## src/rtl/issue_queue_rs_pkg.sv

```systemverilog
// Shared micro-architecture types for the reservation stations: instruction payload,
// CDB writeback packet and the operand wakeup helper.
package issue_queue_rs_pkg;

  localparam int unsigned PIPE_WIDTH         = 2;
  localparam int unsigned RS_ENTRIES_DEFAULT = 8;
  localparam int unsigned TAG_W              = 6;
  localparam int unsigned XLEN               = 32;
  localparam int unsigned OPC_W              = 8;

  typedef struct packed {
    logic             is_renamed;
    logic [TAG_W-1:0] tag;
    logic [XLEN-1:0]  data;
  } operand_t;

  typedef struct packed {
    logic [OPC_W-1:0] opcode;
    logic [TAG_W-1:0] dest_tag;
    operand_t         src_0_a;
    operand_t         src_0_b;
  } instruction_t;

  typedef struct packed {
    logic             is_valid;
    logic [TAG_W-1:0] dest_tag;
    logic [XLEN-1:0]  result;
  } writeback_packet_t;

  // Capture a CDB result into a waiting operand; ports are walked high to low so
  // that port 0 has the last word when two ports carry the same tag.
  function automatic operand_t operand_wakeup(operand_t op,
                                              writeback_packet_t [PIPE_WIDTH-1:0] cdb);
    operand_t res;
    res = op;
    for (int p = int'(PIPE_WIDTH) - 1; p >= 0; p--) begin
      if (op.is_renamed && cdb[p].is_valid && (cdb[p].dest_tag == op.tag)) begin
        res.is_renamed = 1'b0;
        res.data       = cdb[p].result;
      end
    end
    return res;
  endfunction

endpackage

```

## src/rtl/issue_queue_rs_age_select.sv

```systemverilog
// Age matrix plus oldest-ready picker. Row i holds a 1 in column j when entry j is
// older than entry i.
module rs_age_select #(
  parameter int unsigned NUM_ENTRIES = 8
) (
  input  logic                   clk,
  input  logic                   rst_n,
  input  logic                   i_flush,
  input  logic [NUM_ENTRIES-1:0] i_valid,
  input  logic [NUM_ENTRIES-1:0] i_ready,
  input  logic [NUM_ENTRIES-1:0] i_free_oh,
  input  logic [NUM_ENTRIES-1:0] i_alloc0_oh,
  input  logic [NUM_ENTRIES-1:0] i_alloc1_oh,
  output logic [NUM_ENTRIES-1:0] o_grant_oh
);

  logic [NUM_ENTRIES-1:0][NUM_ENTRIES-1:0] r_age;
  logic [NUM_ENTRIES-1:0][NUM_ENTRIES-1:0] w_age_d;

  // Next age rows: new entries see every currently valid entry (and the same-cycle
  // channel-0 entry) as older; a freed entry's column is cleared everywhere.
  always_comb begin
    w_age_d = r_age;
    for (int i = 0; i < int'(NUM_ENTRIES); i++) begin
      w_age_d[i] = r_age[i] & ~i_free_oh;
      if (i_alloc0_oh[i]) w_age_d[i] = i_valid & ~i_free_oh;
      if (i_alloc1_oh[i]) w_age_d[i] = (i_valid | i_alloc0_oh) & ~i_free_oh;
      if (i_flush)        w_age_d[i] = '0;
    end
  end

  // Age matrix register.
  always_ff @(posedge clk or negedge rst_n) begin
    if (!rst_n) r_age <= '0;
    else        r_age <= w_age_d;
  end

  // An entry wins when no ready entry is older than it; ages are a total order, so
  // at most one bit is set.
  always_comb begin
    o_grant_oh = '0;
    for (int i = 0; i < int'(NUM_ENTRIES); i++) begin
      o_grant_oh[i] = i_ready[i] && ((r_age[i] & i_ready) == '0);
    end
  end

endmodule

```

## src/rtl/issue_queue_rs.sv

```systemverilog
// Reservation station: accepts dispatched instructions, captures CDB results and
// issues the oldest fully-ready entry to one execution unit.
module issue_queue_rs
  import issue_queue_rs_pkg::*;
#(
  parameter int unsigned NUM_ENTRIES = RS_ENTRIES_DEFAULT  // must be >= PIPE_WIDTH
) (
  input  logic                                 clk,
  input  logic                                 rst_n,
  input  logic                                 flush,
  output logic              [PIPE_WIDTH-1:0]   rs_rdy,
  input  logic              [PIPE_WIDTH-1:0]   rs_we,
  input  instruction_t      [PIPE_WIDTH-1:0]   rs_issue_port,
  input  writeback_packet_t [PIPE_WIDTH-1:0]   cdb,
  output logic                                 issue_valid,
  input  logic                                 issue_rdy,
  output instruction_t                         issue_inst
);

  localparam int unsigned CNT_W = $clog2(NUM_ENTRIES + 1);

  logic                                    [NUM_ENTRIES-1:0] r_valid;
  instruction_t                            [NUM_ENTRIES-1:0] r_entry;
  logic                                    [CNT_W-1:0]       r_free_cnt;

  logic                                    [NUM_ENTRIES-1:0] w_valid_d;
  instruction_t                            [NUM_ENTRIES-1:0] w_entry_d;
  logic                                    [CNT_W-1:0]       w_free_cnt_d;
  logic                                    [NUM_ENTRIES-1:0] w_ready;
  logic                                    [NUM_ENTRIES-1:0] w_grant;
  logic                                    [NUM_ENTRIES-1:0] w_free_oh;
  logic [PIPE_WIDTH-1:0]                   [NUM_ENTRIES-1:0] w_alloc_oh;
  logic                                    [CNT_W-1:0]       w_n_alloc;
  logic                                                      w_fire;

  // Readiness decoded only from the registered free count.
  always_comb begin
    rs_rdy = '0;
    for (int k = 0; k < int'(PIPE_WIDTH); k++) begin
      rs_rdy[k] = (r_free_cnt >= CNT_W'(k + 1));
    end
  end

  // Slot allocation from the start-of-cycle free map: each enabled channel takes the
  // lowest remaining free index, channel 0 first. A write with nothing free is dropped.
  always_comb begin
    logic [NUM_ENTRIES-1:0] avail;
    logic                   found;
    avail      = ~r_valid;
    w_n_alloc  = '0;
    w_alloc_oh = '0;
    for (int k = 0; k < int'(PIPE_WIDTH); k++) begin
      found = 1'b0;
      if (rs_we[k]) begin
        for (int i = 0; i < int'(NUM_ENTRIES); i++) begin
          if (!found && avail[i]) begin
            w_alloc_oh[k][i] = 1'b1;
            found            = 1'b1;
          end
        end
      end
      avail = avail & ~w_alloc_oh[k];
      if (found) w_n_alloc = w_n_alloc + CNT_W'(1);
    end
  end

  // Entry is ready once both operands have been resolved.
  always_comb begin
    for (int i = 0; i < int'(NUM_ENTRIES); i++) begin
      w_ready[i] = r_valid[i] && !r_entry[i].src_0_a.is_renamed
                              && !r_entry[i].src_0_b.is_renamed;
    end
  end

  rs_age_select #(
    .NUM_ENTRIES (NUM_ENTRIES)
  ) u_age_select (
    .clk         (clk),
    .rst_n       (rst_n),
    .i_flush     (flush),
    .i_valid     (r_valid),
    .i_ready     (w_ready),
    .i_free_oh   (w_free_oh),
    .i_alloc0_oh (w_alloc_oh[0]),
    .i_alloc1_oh (w_alloc_oh[1]),
    .o_grant_oh  (w_grant)
  );

  // Issue mux: grant is one-hot, so the selected entry drives issue_inst unchanged.
  always_comb begin
    issue_inst = '0;
    for (int i = 0; i < int'(NUM_ENTRIES); i++) begin
      if (w_grant[i]) issue_inst = r_entry[i];
    end
  end

  assign issue_valid = |w_grant;
  assign w_fire      = issue_valid && issue_rdy;
  assign w_free_oh   = w_grant & {NUM_ENTRIES{w_fire}};

  // Entry next state: wakeup of resident entries, free on issue, write with CDB
  // bypass, and flush overriding everything.
  always_comb begin
    w_valid_d = r_valid;
    w_entry_d = r_entry;
    for (int i = 0; i < int'(NUM_ENTRIES); i++) begin
      if (r_valid[i]) begin
        w_entry_d[i].src_0_a = operand_wakeup(r_entry[i].src_0_a, cdb);
        w_entry_d[i].src_0_b = operand_wakeup(r_entry[i].src_0_b, cdb);
      end
      if (w_free_oh[i]) w_valid_d[i] = 1'b0;
      for (int k = 0; k < int'(PIPE_WIDTH); k++) begin
        if (w_alloc_oh[k][i]) begin
          w_valid_d[i]         = 1'b1;
          w_entry_d[i]         = rs_issue_port[k];
          w_entry_d[i].src_0_a = operand_wakeup(rs_issue_port[k].src_0_a, cdb);
          w_entry_d[i].src_0_b = operand_wakeup(rs_issue_port[k].src_0_b, cdb);
        end
      end
    end
    if (flush) w_valid_d = '0;
  end

  // Freed slots are counted back in while this cycle's writes are taken out.
  always_comb begin
    if (flush) w_free_cnt_d = CNT_W'(NUM_ENTRIES);
    else       w_free_cnt_d = r_free_cnt - w_n_alloc + {{(CNT_W-1){1'b0}}, w_fire};
  end

  // Entry state and free count registers.
  always_ff @(posedge clk or negedge rst_n) begin
    if (!rst_n) begin
      r_valid    <= '0;
      r_entry    <= '0;
      r_free_cnt <= CNT_W'(NUM_ENTRIES);
    end else begin
      r_valid    <= w_valid_d;
      r_entry    <= w_entry_d;
      r_free_cnt <= w_free_cnt_d;
    end
  end

  // Dispatch must never write more entries than are free.
  a_no_overflow: assert property (@(posedge clk) disable iff (!rst_n)
    $countones(rs_we) <= int'(r_free_cnt));

  // Two CDB ports carrying the same tag is suspicious; port 0 wins.
  for (genvar p = 0; p < int'(PIPE_WIDTH); p++) begin : g_cdb_p
    for (genvar q = p + 1; q < int'(PIPE_WIDTH); q++) begin : g_cdb_q
      a_cdb_unique: assert property (@(posedge clk) disable iff (!rst_n)
        !(cdb[p].is_valid && cdb[q].is_valid && (cdb[p].dest_tag == cdb[q].dest_tag)))
        else $warning("duplicate CDB tag on two ports");
    end
  end

endmodule

```

## config.mk

```make
export PLATFORM = sky130hd
export DESIGN_NAME = issue_queue_rs
export DESIGN_NICKNAME = d
export VERILOG_FILES = /design/src/rtl/issue_queue_rs_pkg.sv /design/src/rtl/issue_queue_rs_age_select.sv /design/src/rtl/issue_queue_rs.sv
export SDC_FILE = /design/constraint.sdc
export NUM_CORES = 2
export LEC_CHECK = 0
export ABC_CLOCK_PERIOD_IN_PS = 9200
export BUFFER_PORTS_ARGS = -buffer_cell sky130_fd_sc_hd__buf_4
export CORE_UTILIZATION = 30
export DETAILED_ROUTE_END_ITERATION = 10
export PLACE_DENSITY_LB_ADDON = 0.15
export RECOVER_POWER = 100
export REMOVE_ABC_BUFFERS = 1
export SLEW_MARGIN = 20
export SYNTH_ARGS = -nofsm -noshare
export SYNTH_HDL_FRONTEND = slang
export SYNTH_HIERARCHICAL = 1
export SYNTH_SLANG_ARGS = --single-unit
```

## constraint.sdc

```tcl
create_clock -name clk -period 9.2 [get_ports clk]
set_input_delay 1.38 -clock clk [delete_from_list [all_inputs] [get_ports clk]]
set_output_delay 1.38 -clock clk [all_outputs]
set_load 0.02 [all_outputs]
```

* Yosys cells after proc, flatten, opt, wreduce, memory -nomap -nowiden
Cells that the tools add are included.
Word-level totals: bits in registers 812, input bits 268, output and inout bits 95, word-level logic and storage cells 576
Cells by class: $add $sub $neg 3, order comparisons 2, equal/unequal tests 40, multiplexer cells 212, bitwise operators 24, reductions and logical operators 214
Operator list (count):
- $mux W92 | 24
- $mux W32 | 40
- $mux W78 | 8
- $eq A6 B6 Y1 | 40
- $mux W8 | 27
- $and A8 B8 Y8 | 20
- $logic_and A1 B1 Y1 | 119
- $mux W1 | 111
- $reduce_bool A4 Y1 | 24
- $logic_not A8 Y1 | 8
- $reduce_and A2 Y1 | 16
- $logic_not A1 Y1 | 30
- $not A8 Y8 | 3
- $reduce_bool A3 Y1 | 8
- $reduce_bool A2 Y1 | 8
- $mux W4 | 2
- $or A8 B8 Y8 | 1
- $reduce_or A8 Y1 | 1
- $add A4 B1 Y4 | 1
- $add A4 B1 Y4 const B | 1
- $ge A4 B1 Y1 const B | 1
- $ge A4 B2 Y1 const B | 1
- $sub A4 B4 Y4 | 1

* Logic depth before layout (Yosys ltp)
depth in word-level cells 67, gate-level depth with buffers 20

* Modules after synthesis
The synthesis kept the hierarchy.
Modules (own cells, without submodules):
- issue_queue_rs | instances 1, cells each 6687, area an instance 56108.8 um^2, sequential area each 18719.2 um^2
- rs_age_select | instances 1, cells each 434, area an instance 3713.6 um^2, sequential area each 1601.5 um^2

* Least setup slack after synthesis
Ideal clock, no wire load.
path type reg2out, from register r_valid[4], to output issue_inst[11] (netlist name), arrival 3.470 ns, data required time 7.820 ns, path slack 4.350 ns, cell stages (with the launch flop) 17, cell sequence dfrtp_1 > clkbuf_1 > clkbuf_1 > and3_1 > clkbuf_1 > a22oi_1 > nand4b_1 > nor2_1 > clkbuf_1 > nor2b_1 > clkbuf_1 > clkbuf_1 > buf_1 > a221oi_1 > o311ai_0 > o21ai_0 > o21ai_0
RTL lines:
- start, declared | line issue_queue_rs.sv:22 | logic [NUM_ENTRIES-1:0] r_valid;
- start signal, assigned | line issue_queue_rs.sv:137 | r_valid <= w_valid_d;
- end, declared | line issue_queue_rs.sv:17 | output instruction_t issue_inst

* Worst setup path in the final report
from input rs_we[0], to register r_entry[423] (netlist name)
Between the ends: longest elaborated chain between the ends 23, elaborated cells between the ends (all ways) 26
RTL lines:
- start, declared | line issue_queue_rs.sv:12 | input logic [PIPE_WIDTH-1:0] rs_we,
- $mux W8 (*) | line issue_queue_rs.sv:54 | if (rs_we[k]) begin
- $not A8 Y8 | line issue_queue_rs.sv:62 | avail = avail & ~w_alloc_oh[k];
- $and A8 B8 Y8 | line issue_queue_rs.sv:62
- $mux W1 | line issue_queue_rs.sv:56 | if (!found && avail[i]) begin
- $mux W1 | line issue_queue_rs.sv:54
- $logic_not A1 Y1 | line issue_queue_rs.sv:56
- $logic_and A1 B1 Y1 | line issue_queue_rs.sv:56
- $mux W1 | line issue_queue_rs.sv:56
- (+7 left out)
- $mux W1 | line issue_queue_rs.sv:56
- $mux W1 | line issue_queue_rs.sv:54
- $logic_not A1 Y1 | line issue_queue_rs.sv:56
- $logic_and A1 B1 Y1 | line issue_queue_rs.sv:56
- $mux W1 | line issue_queue_rs.sv:56
- $mux W8 | line issue_queue_rs.sv:54
- $reduce_bool A4 Y1 (no line) / $reduce_bool A3 Y1 (equally long branches)
- $reduce_and A2 Y1 (no line)
- end signal, assigned | line issue_queue_rs.sv:138 | r_entry <= w_entry_d;
- end, declared | line issue_queue_rs.sv:23 | instruction_t [NUM_ENTRIES-1:0] r_entry;
Every way passes the cells marked *; elsewhere a longest branch is shown, timed or not. The select of a mux whose other input is x is not followed. A chain may end at the register's enable or synchronous reset.

==> qor.csv <==
stage;metric;value;unit
cts;hold_buf cts;0;
critical_path;Worst Path Max Fanout;33;
cts;Worst-Skew Late Latency;0.79;ns
routing;DRT Wirelength;354000;um
timing;fmax;113;MHz
timing;Period minus WS final;8.82;ns
cells_and_area;most frequent cells in the layout;dfrtp_1, nand2_1, o21ai_0, buf_4, mux2i_1;
critical_path;data arrival time of the critical path;9.50;ns
hold_path;worst hold-check path type;reg2reg;
yosys;Post-Syn Instances;7121;
cells_and_area;Util after Layout;33.6;%
cts;Clock Tree Buf Depth;3;
routing;Initial DRC Count;9869;
pwr;LEAKAGE;27.8;nW
cts;CTS Sinks;812;
timing;final number of setup-violating endpoints;0;
critical_path;Worst R2R Setup Slack;0.77;ns
floorplanning;Die Width;449;um
cts;H-tree Lvls;3;
critical_path;FF-to-FF Start;r_valid[2]$_DFFE_PN0P_;
yosys;number of synthesized flops with an enable pin;0;
floorplanning;Core Region;0.198;mm2
run_status;failing checks;capacitance limit, slew limit;
yosys;Syn Area/Cell;8.40;um2
routing;DR vias/cell;6.80;
timing;skew final;0.0598;ns
yosys;largest family of logic cells by synthesized area;compound AO/OA/AOI/OAI gates;
routing;Via Count;64835;
cells_and_area;share of layout cells above drive strength 1;13.0;%
timing;worst slew pin tran;5.03;ns
critical_path;critical path class;in2reg;
place;port bufs;362;
yosys;synth warn;6;
yosys;post-synthesis simple-gate area fraction;16.2;%
run;max_cap viols;33;
place;GP Congestion;0.922;
cts;Setup Buffers After CTS;0;
critical_path;Startpoint Class;primary input;
grt;gr ovfl total;0;
grt;largest net degree at the start of global routing;145;
cts;CTS buffer count;105;
run_status;status;complete, but fails checks;
yosys;ys async rst share;100;%
cts;Post-CTS Resized;0;
yosys;XOR/XNOR share of the synthesized area;3.57;%
cells_and_area;Fill cells;20746;
grt;GRT Total Usage;33.7;%
yosys;Synth Flop Type;dfrtp_1;
yosys;Seq/Total Area, Yosys;34.0;%
routing;ANT nets after route;0;
timing;Hold Fails Final Rpt;0;
routing;First-pass DRT Iterations;10;
timing;RSZ-0062 raised after global routing;no;
yosys;Synth Area in Adders;0.251;%
floorplanning;Die Ht;449;um
pwr;Worst VDD drop;160;uV
cells_and_area;fin nets;7086;
floorplanning;num ports;363;
yosys;post-synthesis compound-gate area fraction;31.7;%
critical_path;crit path from;rs_we[0];
grt;vias in the first global route;62632;
pwr;Power Dens Cells;191;mW/mm2
floorplanning;Cell Rows;163;
hold_path;Hold EP;r_entry[547]$_DFFE_PN0N_;
cells_and_area;most common cell after layout, fill and taps aside;dfrtp_1;
cts;CTS tree;done;
grt;initial antenna violation count;15;
pwr;total power;12.7;mW
cells_and_area;area grow syn2layout;11.1;%
timing;period utilisation layout;95.8;%
routing;residual DRC count;0;
timing;headroom to the max-slew limit;-235;%
hold_path;hold path depth;2;
place;detailed placement HPWL;200000;um
floorplanning;Initial Util;30.3;%
critical_path;Critical Path RT;9.88;ns
yosys;post-synth cell types;94;
critical_path;Worst setup EP type;flop;
floorplanning;die footprint;0.201;mm2
yosys;Syn Std Cell Area;0.0598;mm2
grt;first-pass GRT wire length;496000;um
routing;Avg WL per Cell;37.1;um
yosys;post-synthesis mux area share;7.42;%
critical_path;R2R depth;7;
cts;clk slew on worst S/H paths;0.06;ns
critical_path;capturing point of the worst reg2reg path;r_entry[389]$_DFFE_PN0P_;
hold_path;Hold Startpoint;r_entry[547]$_DFFE_PN0N_;
timing;Final Max Slew Viols;1320;
cts;root buf cell;clkbuf_16;
yosys;Seq cells post-synth;812;
## cell usage after synthesis, drive strengths merged, types with 48 or more instances
cell type  instances  area (um2)
o211ai           134        1010
nand3            335        1680
xnor2            114         998
a31o              64         561
o22a              54         473
o21ai            512        2560
a21oi            166         831
xor2             130        1140
nor2b             97         607
o311ai            79         699
inv               60         225
clkbuf           764        2870
nand2b           108         688
mux2              84         946
a31oi            317        2550
o22ai             79         582
buf              194        1000
a22oi            317        2380
o221a             48         541
and3              96         601
o31ai             85         668
dfrtp            811       20300
nor2             354        1350
o221ai            58         508
a221o            145        1450
a211oi           154        1180
nor3             199        1000
mux2i            349        3490
a221oi           113         990
nand2            716        2690
## per-layer routing
layer / part of all wire (%) / global-route usage (%)
met5: 0.052 / 0
met4: 6.4 / 18.8
met3: 11 / 9.23
met2: 42 / 49.9
met1: 40 / 44.1
## worst max path at each step
stage	end
floorplan	issue_inst[0]
global placement	issue_inst[63]
detailed placement	issue_inst[63]
CTS	issue_inst[63]
global route	r_entry[428]$_DFFE_PN0P_
finish	r_entry[423]$_DFFE_PN0P_
## cells by family (layout without fill, tap and decap cells)
family | after synthesis | in the layout
AOI/OAI and AO/OA | 2544 | 2544
adders and majority gates | 12 | 12
DFF | 812 | 812
buffers and inverters | 1020 | 785
and+or+nand+nor | 2056 | 2056
muxes | 433 | 433
other | 0 | 10
xor gates and xnor gates | 244 | 244
## registers in the layout (all words and copies together), names as in the netlist
name                cells
u_age_select/r_age     64
r_valid                 8
r_free_cnt              4
r_entry               736
## cell type report
cell class / instances / area (um2) / area share, %
antenna: 10 / 25.0 / 0.0377
clock buffer: 159 / 3060 / 4.61
clock inverter: 25 / 365 / 0.550
inverter: 62 / 262 / 0.393
multi-input combinational: 5289 / 35400 / 53.3
sequential: 812 / 20300 / 30.6
tap: 2640 / 3300 / 4.97
timing repair buffer: 539 / 3700 / 5.57
## metrics by stage
step | cell area [um2] | TNS (ns) | setup slack, ns | std cells | hold WS, ns
floorplan | 56000 | -69.62 | -0.786 | 6163 | 0.445
global placement | 63900 | 0 | 2.79 | 9342 | 0.459
detailed placement | 63900 | 0 | 2.65 | 9342 | 0.463
CTS | 67400 | 0 | 1.83 | 9526 | 0.478
global route | 66400 | 0 | 0.709 | 9530 | 0.502
finish | 66500 | 0 | 0.384 | 9536 | 0.475
## power by group
part	leakage [nW]	total (mW)	internal, mW	switching [mW]
registers	10.2	4.99	4.35	0.637
logic	15.8	3.35	1.25	2.10
clock network	1.68	4.34	2.45	1.89
## worst max-delay path, cell delays in order
cell and delay [ns]:
clkbuf_1 0.76, and4_1 0.55, and2_0 0.18, clkbuf_1 1.62, nor2_1 0.23, and2_2 0.33, clkbuf_1 1.22, a31oi_1 1.80
clkbuf_2 1.10, a2bb2oi_1 0.22
No activity file was read; power rests on OpenSTA's default activity.
